===== src/rtl/scroll_pkg.sv =====
// Shared scroll constants and lane direction encoding.
package scroll_pkg;
  localparam int SCREEN_WIDTH_DEF = 640;
  localparam int TICK_DIV_DEF     = 250000;
  localparam int POS_W_DEF        = 10;

  localparam logic DIR_RIGHT = 1'b0;
  localparam logic DIR_LEFT  = 1'b1;
endpackage


===== src/rtl/scroll_lane.sv =====
// One lane: position register with modulo wrap, plus a frame-start shadow when LANE_SCROLLER_FRAME_SYNC_EN is defined.
// Position updates on the edge upd is high; no backpressure.
module scroll_lane
  import scroll_pkg::*;
#(
  parameter int POS_W        = POS_W_DEF,
  parameter int SCREEN_WIDTH = SCREEN_WIDTH_DEF,
  parameter int STEP_W       = 3
) (
  input  logic              clk,
  input  logic              rst_n,
  input  logic              clear,
  input  logic              upd,
  input  logic              frame_start,
  input  logic [STEP_W-1:0] step,
  input  logic              dir,
  output logic [POS_W-1:0]  pos
);

  localparam logic [POS_W:0] SW = (POS_W+1)'(SCREEN_WIDTH);

  logic [POS_W-1:0] live;
  logic [POS_W-1:0] live_nxt;
  logic [POS_W:0]   ext_pos;
  logic [POS_W:0]   ext_step;
  logic [POS_W:0]   sum;

  assign ext_pos  = {1'b0, live};
  assign ext_step = (POS_W+1)'(step);

  // One extra bit keeps pos+step and pos+SW-step from overflowing before the wrap.
  always_comb begin
    sum = ext_pos;
    case (dir)
      DIR_RIGHT: begin
        sum = ext_pos + ext_step;
        if (sum >= SW) sum = sum - SW;
      end
      DIR_LEFT: begin
        if (ext_pos < ext_step) sum = ext_pos + SW - ext_step;
        else                    sum = ext_pos - ext_step;
      end
    endcase
    live_nxt = POS_W'(sum);
  end

  always_ff @(posedge clk or negedge rst_n) begin
    if (!rst_n)     live <= '0;
    else if (clear) live <= '0;
    else if (upd)   live <= live_nxt;
  end

`ifdef LANE_SCROLLER_FRAME_SYNC_EN
  logic [POS_W-1:0] shadow;

  // Captures the pre-update value when frame_start coincides with a tick.
  always_ff @(posedge clk or negedge rst_n) begin
    if (!rst_n)           shadow <= '0;
    else if (frame_start) shadow <= clear ? '0 : live;
  end

  assign pos = shadow;
`else
  logic unused_frame_start;
  assign unused_frame_start = frame_start;
  assign pos = live;
`endif

endmodule


===== src/rtl/lane_scroller.sv =====
// Multi-lane scroll offsets from one shared tick prescaler; LANE_SCROLLER_FRAME_SYNC_EN enables frame-start latching.
// Lanes move every TICK_DIV enabled cycles, tick is high the cycle after; no backpressure.
module lane_scroller
  import scroll_pkg::*;
#(
  parameter int NUM_LANES    = 4,
  parameter int POS_W        = POS_W_DEF,
  parameter int SCREEN_WIDTH = SCREEN_WIDTH_DEF,
  parameter int STEP_W       = 3,
  parameter int TICK_DIV     = TICK_DIV_DEF,
  parameter int CTR_W        = 18
) (
  input  logic                          clk,
  input  logic                          rst_n,
  input  logic                          enable,
  input  logic                          clear,
  input  logic                          frame_start,
  input  logic [NUM_LANES*STEP_W-1:0]   lane_step,
  input  logic [NUM_LANES-1:0]          lane_dir,
  output logic [NUM_LANES*POS_W-1:0]    lane_pos,
  output logic                          tick
);

  localparam logic [CTR_W-1:0] CTR_LAST = CTR_W'(TICK_DIV - 1);

  logic [CTR_W-1:0] ctr;
  logic             tick_edge;
  logic             upd;

  assign tick_edge = enable && (ctr == CTR_LAST);
  assign upd       = tick_edge && !clear;

  always_ff @(posedge clk or negedge rst_n) begin
    if (!rst_n) begin
      ctr  <= '0;
      tick <= 1'b0;
    end else if (clear) begin
      ctr  <= '0;
      tick <= 1'b0;
    end else begin
      tick <= tick_edge;
      if (tick_edge)   ctr <= '0;
      else if (enable) ctr <= ctr + 1'b1;
    end
  end

  for (genvar i = 0; i < NUM_LANES; i++) begin : g_lane
    scroll_lane #(
      .POS_W        (POS_W),
      .SCREEN_WIDTH (SCREEN_WIDTH),
      .STEP_W       (STEP_W)
    ) u_lane (
      .clk         (clk),
      .rst_n       (rst_n),
      .clear       (clear),
      .upd         (upd),
      .frame_start (frame_start),
      .step        (lane_step[i*STEP_W +: STEP_W]),
      .dir         (lane_dir[i]),
      .pos         (lane_pos[i*POS_W +: POS_W])
    );
  end

endmodule

===== config.mk =====
export PLATFORM = sky130hd
export DESIGN_NAME = lane_scroller
export DESIGN_NICKNAME = d
export VERILOG_FILES = /design/src/rtl/scroll_pkg.sv /design/src/rtl/scroll_lane.sv /design/src/rtl/lane_scroller.sv
export SDC_FILE = /design/constraint.sdc
export NUM_CORES = 1
export LEC_CHECK = 0
export ABC_CLOCK_PERIOD_IN_PS = 4260
export BUFFER_PORTS_ARGS = -buffer_cell sky130_fd_sc_hd__buf_2
export CAP_MARGIN = 0
export CORE_MARGIN = 4
export CORE_UTILIZATION = 50
export CTS_CLUSTER_DIAMETER = 120
export CTS_CLUSTER_SIZE = 20
export DETAILED_ROUTE_END_ITERATION = 8
export PLACE_DENSITY = 0.67
export SETUP_SLACK_MARGIN = 0.05
export SLEW_MARGIN = 20
export SYNTH_ARGS = -nofsm -noshare
export SYNTH_HDL_FRONTEND = slang
export SYNTH_SLANG_ARGS = --single-unit

===== constraint.sdc =====
create_clock -name clk -period 4.26 [get_ports clk]
set_input_delay 0.852 -clock clk [delete_from_list [all_inputs] [get_ports clk]]
set_output_delay 0.852 -clock clk [all_outputs]
set_load 0.005 [all_outputs]

==> results.md <==
* Clk_lat worst skew at 0.33 ns
* Unrepaired setup endpoints after global routing: no
* Via count at 6534
* Clock Path Buffers at 2
* Tot GR Track Use at 23.1%
* Clk_skew at 0.0102 ns
* Antenna Nets Post-Route at 0
* Total congestion overflow at 0
* Root Buffer Master: clkbuf_16
* CTS-repair resized insts at 0
* Seq/Total Area, Yosys at 20.7%
* Core area at 0.0139 mm²
* Worst-Margin Slew at 0.982 ns
* Min Clock Period, post-route at 3.10 ns
* Endpoint type of the worst setup path: register
* Worst-path clk slew at 0.05 ns
* Sink Count at 59
* Number of buffers created by CTS at 9
* Row count at 43
* Syn Std Cell Area at 0.00713 mm²
* Max transition margin at 34.6%
* Area grow syn2layout at 10.4%
* Cells after Synth at 896
* I/O Buffers at 60
* RD Place Congestion at 0.879
* Diodes inserted at 0
* Power per cell area at 197 mW/mm²
* CP startpoint kind: input pin
* Drt first pass iters at 5
* DP HPWL at 13700 µm
* First-pass GRT wire length at 31000 µm
* Final setup TNS at 0 ns
* Type of the worst setup path: in -> reg
* Sw frac at 25.0%
* Min Hold Slack at 0.553 ns
* Die H at 127 µm
* Switching pwr at 387 µW
* Syn_area_per_cell at 7.95 µm²
* Initial antenna violation count at 0
* Arrival @ worst endpoint at 3.26 ns
* R2r setup slk at 1.40 ns
* Number of synthesized flops with an enable pin at 0
* Max Cap Viol at 0
* Logic pwr share at 12.2%
* # hold bufs at CTS at 0
* First DRT Iteration DRCs at 466
* Outcome: complete, no violations
* Synth Flop Type: dfrtp_1
* Worst path required time at 4.42 ns
* Crit share post-route at 72.7%
* Number of global-route vias before repair at 6209
* Post-route DRC at 0
* Overall power at 1.55 mW
* Synth cell types at 65
* Fmax at 0.323 GHz
* Largest net degree at the start of global routing at 45
* Seq pwr share at 36.8%
* Effective utilization at floorplan at 51.1%
* Max-slew violation count at 0
* CP Max Fanout at 4
* Die Wd at 127 µm
* Yosys Warn Count at 0
* Top-Level Pins at 62
* Die area at 0.0162 mm²
* Internal power at 1.16 mW
* #FFs+latches synth at 59
* Ratio of cells with drive above 1 in the final layout at 9.78%
* Clock H-tree levels at 3
* Hold WC Path Type: reg -> reg
* Post-Route WL at 18700 µm
* CTS tree: yes
* # setup viols final at 0
* Post-CTS Setup Inserts at 0
* Final nets at 1066
* Routed vias/inst at 5.83
* Async SR Flop Fraction at 100%
* Drt wl/cell at 16.7 µm
* Hold violation count in the final report at 0
* Syn nets at 1026
* VDD IR max at 0.000247 V
* Pleak at 3.56 nW
* Clock Power Share at 51.0%
-- sequential cells by signal, indices dropped and copies added, names as in the netlist --
name and cells:
g_lane.u_lane.pos 40, ctr 18, tick 1
-- kinds of logic (layout without fill, tap and decap cells) --
kind of cell | count (synthesis) | count (layout) | synth area share (%)
muxes | 10 | 10 | 1.40
adders and majority gates | 109 | 109 | 20.8
buffers and inverters | 120 | 165 | 6.50
AOI/OAI and AO/OA | 231 | 231 | 22.0
and+or+nand+nor | 305 | 305 | 20.9
xor gates and xnor gates | 62 | 62 | 7.62
DFF | 59 | 59 | 20.7
-- critical path, cell delays in order --
cell     delay, ns
buf_2         0.15
inv_1         0.06
ha_1          0.34
ha_1          0.24
fa_1          0.41
nor2b_1       0.17
o31ai_1       0.32
o31a_1        0.21
o21ai_0       0.10
xor2_1        0.15
nor3_1        0.16
nor4_1        0.08
-- path summary, 6_finish.rpt --
| path | from | end | depth (start not counted) |
|---|---|---|---|
| min in group asynchronous | rst_n | g_lane[0].u_lane.pos[6] | 1 |
| max | lane_step[10] | g_lane[3].u_lane.pos[9] | 12 |
| max in group asynchronous | rst_n | ctr[13] | 2 |
| min reg2reg | ctr[17] | ctr[17] | 2 |
| max reg2reg | g_lane[1].u_lane.pos[0] | g_lane[1].u_lane.pos[7] | 9 |
| min | ctr[17] | ctr[17] | 2 |
-- stage by stage --
step / utilization, % / instances / area [µm²] / setup WS, ns
5_1_grt: 56.5 / 1121 / 7870 / 0.953
4_1_cts: 56.5 / 1121 / 7870 / 1.19
3_3_place_gp: 54.2 / 1105 / 7550 / 0.839
2_1_floorplan: - / 896 / 7130 / 1.31
6_report: 56.5 / 1121 / 7870 / 1.16
3_5_place_dp: 54.2 / 1105 / 7550 / 0.852
-- placed cells by master (no fill, tap or decap), types with 7 or more instances in the layout --
| cell type | Yosys | layout |
|---|---|---|
| buf_2 | 4 | 60 |
| a2bb2oi_1 | 7 | 7 |
| o211ai_1 | 11 | 11 |
| o21ai_0 | 45 | 45 |
| inv_1 | 80 | 80 |
| mux2i_1 | 10 | 10 |
| nor3_1 | 19 | 19 |
| a221oi_1 | 7 | 7 |
| o22ai_1 | 7 | 7 |
| nand2b_1 | 13 | 13 |
| xor2_1 | 19 | 19 |
| o21bai_1 | 10 | 10 |
| clkbuf_16 | 0 | 9 |
| nand2_1 | 83 | 83 |
| or3_1 | 7 | 7 |
| or4_1 | 7 | 7 |
| xnor2_1 | 43 | 43 |
| nor2b_1 | 18 | 18 |
| nand3_1 | 33 | 33 |
| o2111ai_1 | 11 | 11 |
| nor4_1 | 9 | 8 |
| a21oi_1 | 53 | 53 |
| ha_1 | 93 | 93 |
| a31oi_1 | 8 | 8 |
| a211oi_1 | 12 | 12 |
| nor2_1 | 73 | 73 |
| fa_1 | 16 | 16 |
| and3_1 | 15 | 15 |
| dfrtp_1 | 59 | 59 |
-- power groups by stage --
stage                     Clock [mW]  Combinational, mW  Sequential [mW]
after CTS                      0.804              0.189            0.568
after global placement             0              0.186            0.578
after detailed placement           0              0.189            0.578
after global routing           0.826              0.214            0.569
after floorplan                    0              0.129            0.577
final                          0.789              0.189            0.569
-- cell usage after synthesis, types with 6 or more instances --
master	number	share of area (%)
ha_1	93	16
nand2_1	83	4.4
inv_1	80	4.2
nor2_1	73	3.8
dfrtp_1	59	21
a21oi_1	53	3.7
o21ai_0	45	3.2
xnor2_1	43	5.3
nand3_1	33	2.3
clkbuf_1	31	1.6
nor3_1	19	1.3
xor2_1	19	2.3
nor2b_1	18	1.6
fa_1	16	4.5
and3_1	15	1.3
nand2b_1	13	1.1
a211oi_1	12	1.3
o2111ai_1	11	1.4
o211ai_1	11	1.2
mux2i_1	10	1.4
o21bai_1	10	1.1
nor4_1	9	0.79
a31oi_1	8	0.70
a221oi_1	7	0.86
a2bb2oi_1	7	0.86
o22ai_1	7	0.61
or3_1	7	0.61
or4_1	7	0.74
a311oi_1	6	0.74
a32oi_1	6	0.74
nand4_1	6	0.53
or2_2	6	0.53
-- final cells by class --
type	instances	area, µm²
timing repair buffer	65	338
tap	180	225
clock buffer	12	246
fill	1344	6070
inverter	84	315
sequential	59	1480
clock inverter	4	73.8
multi-input combinational	717	5190
-- routing by layer --
metal,track usage (%),routed length (µm)
met5,0,0
met4,5.87,201
met3,2.93,733
met2,37.6,8700
met1,32.8,9050
(Power assumes the default switching activity.)
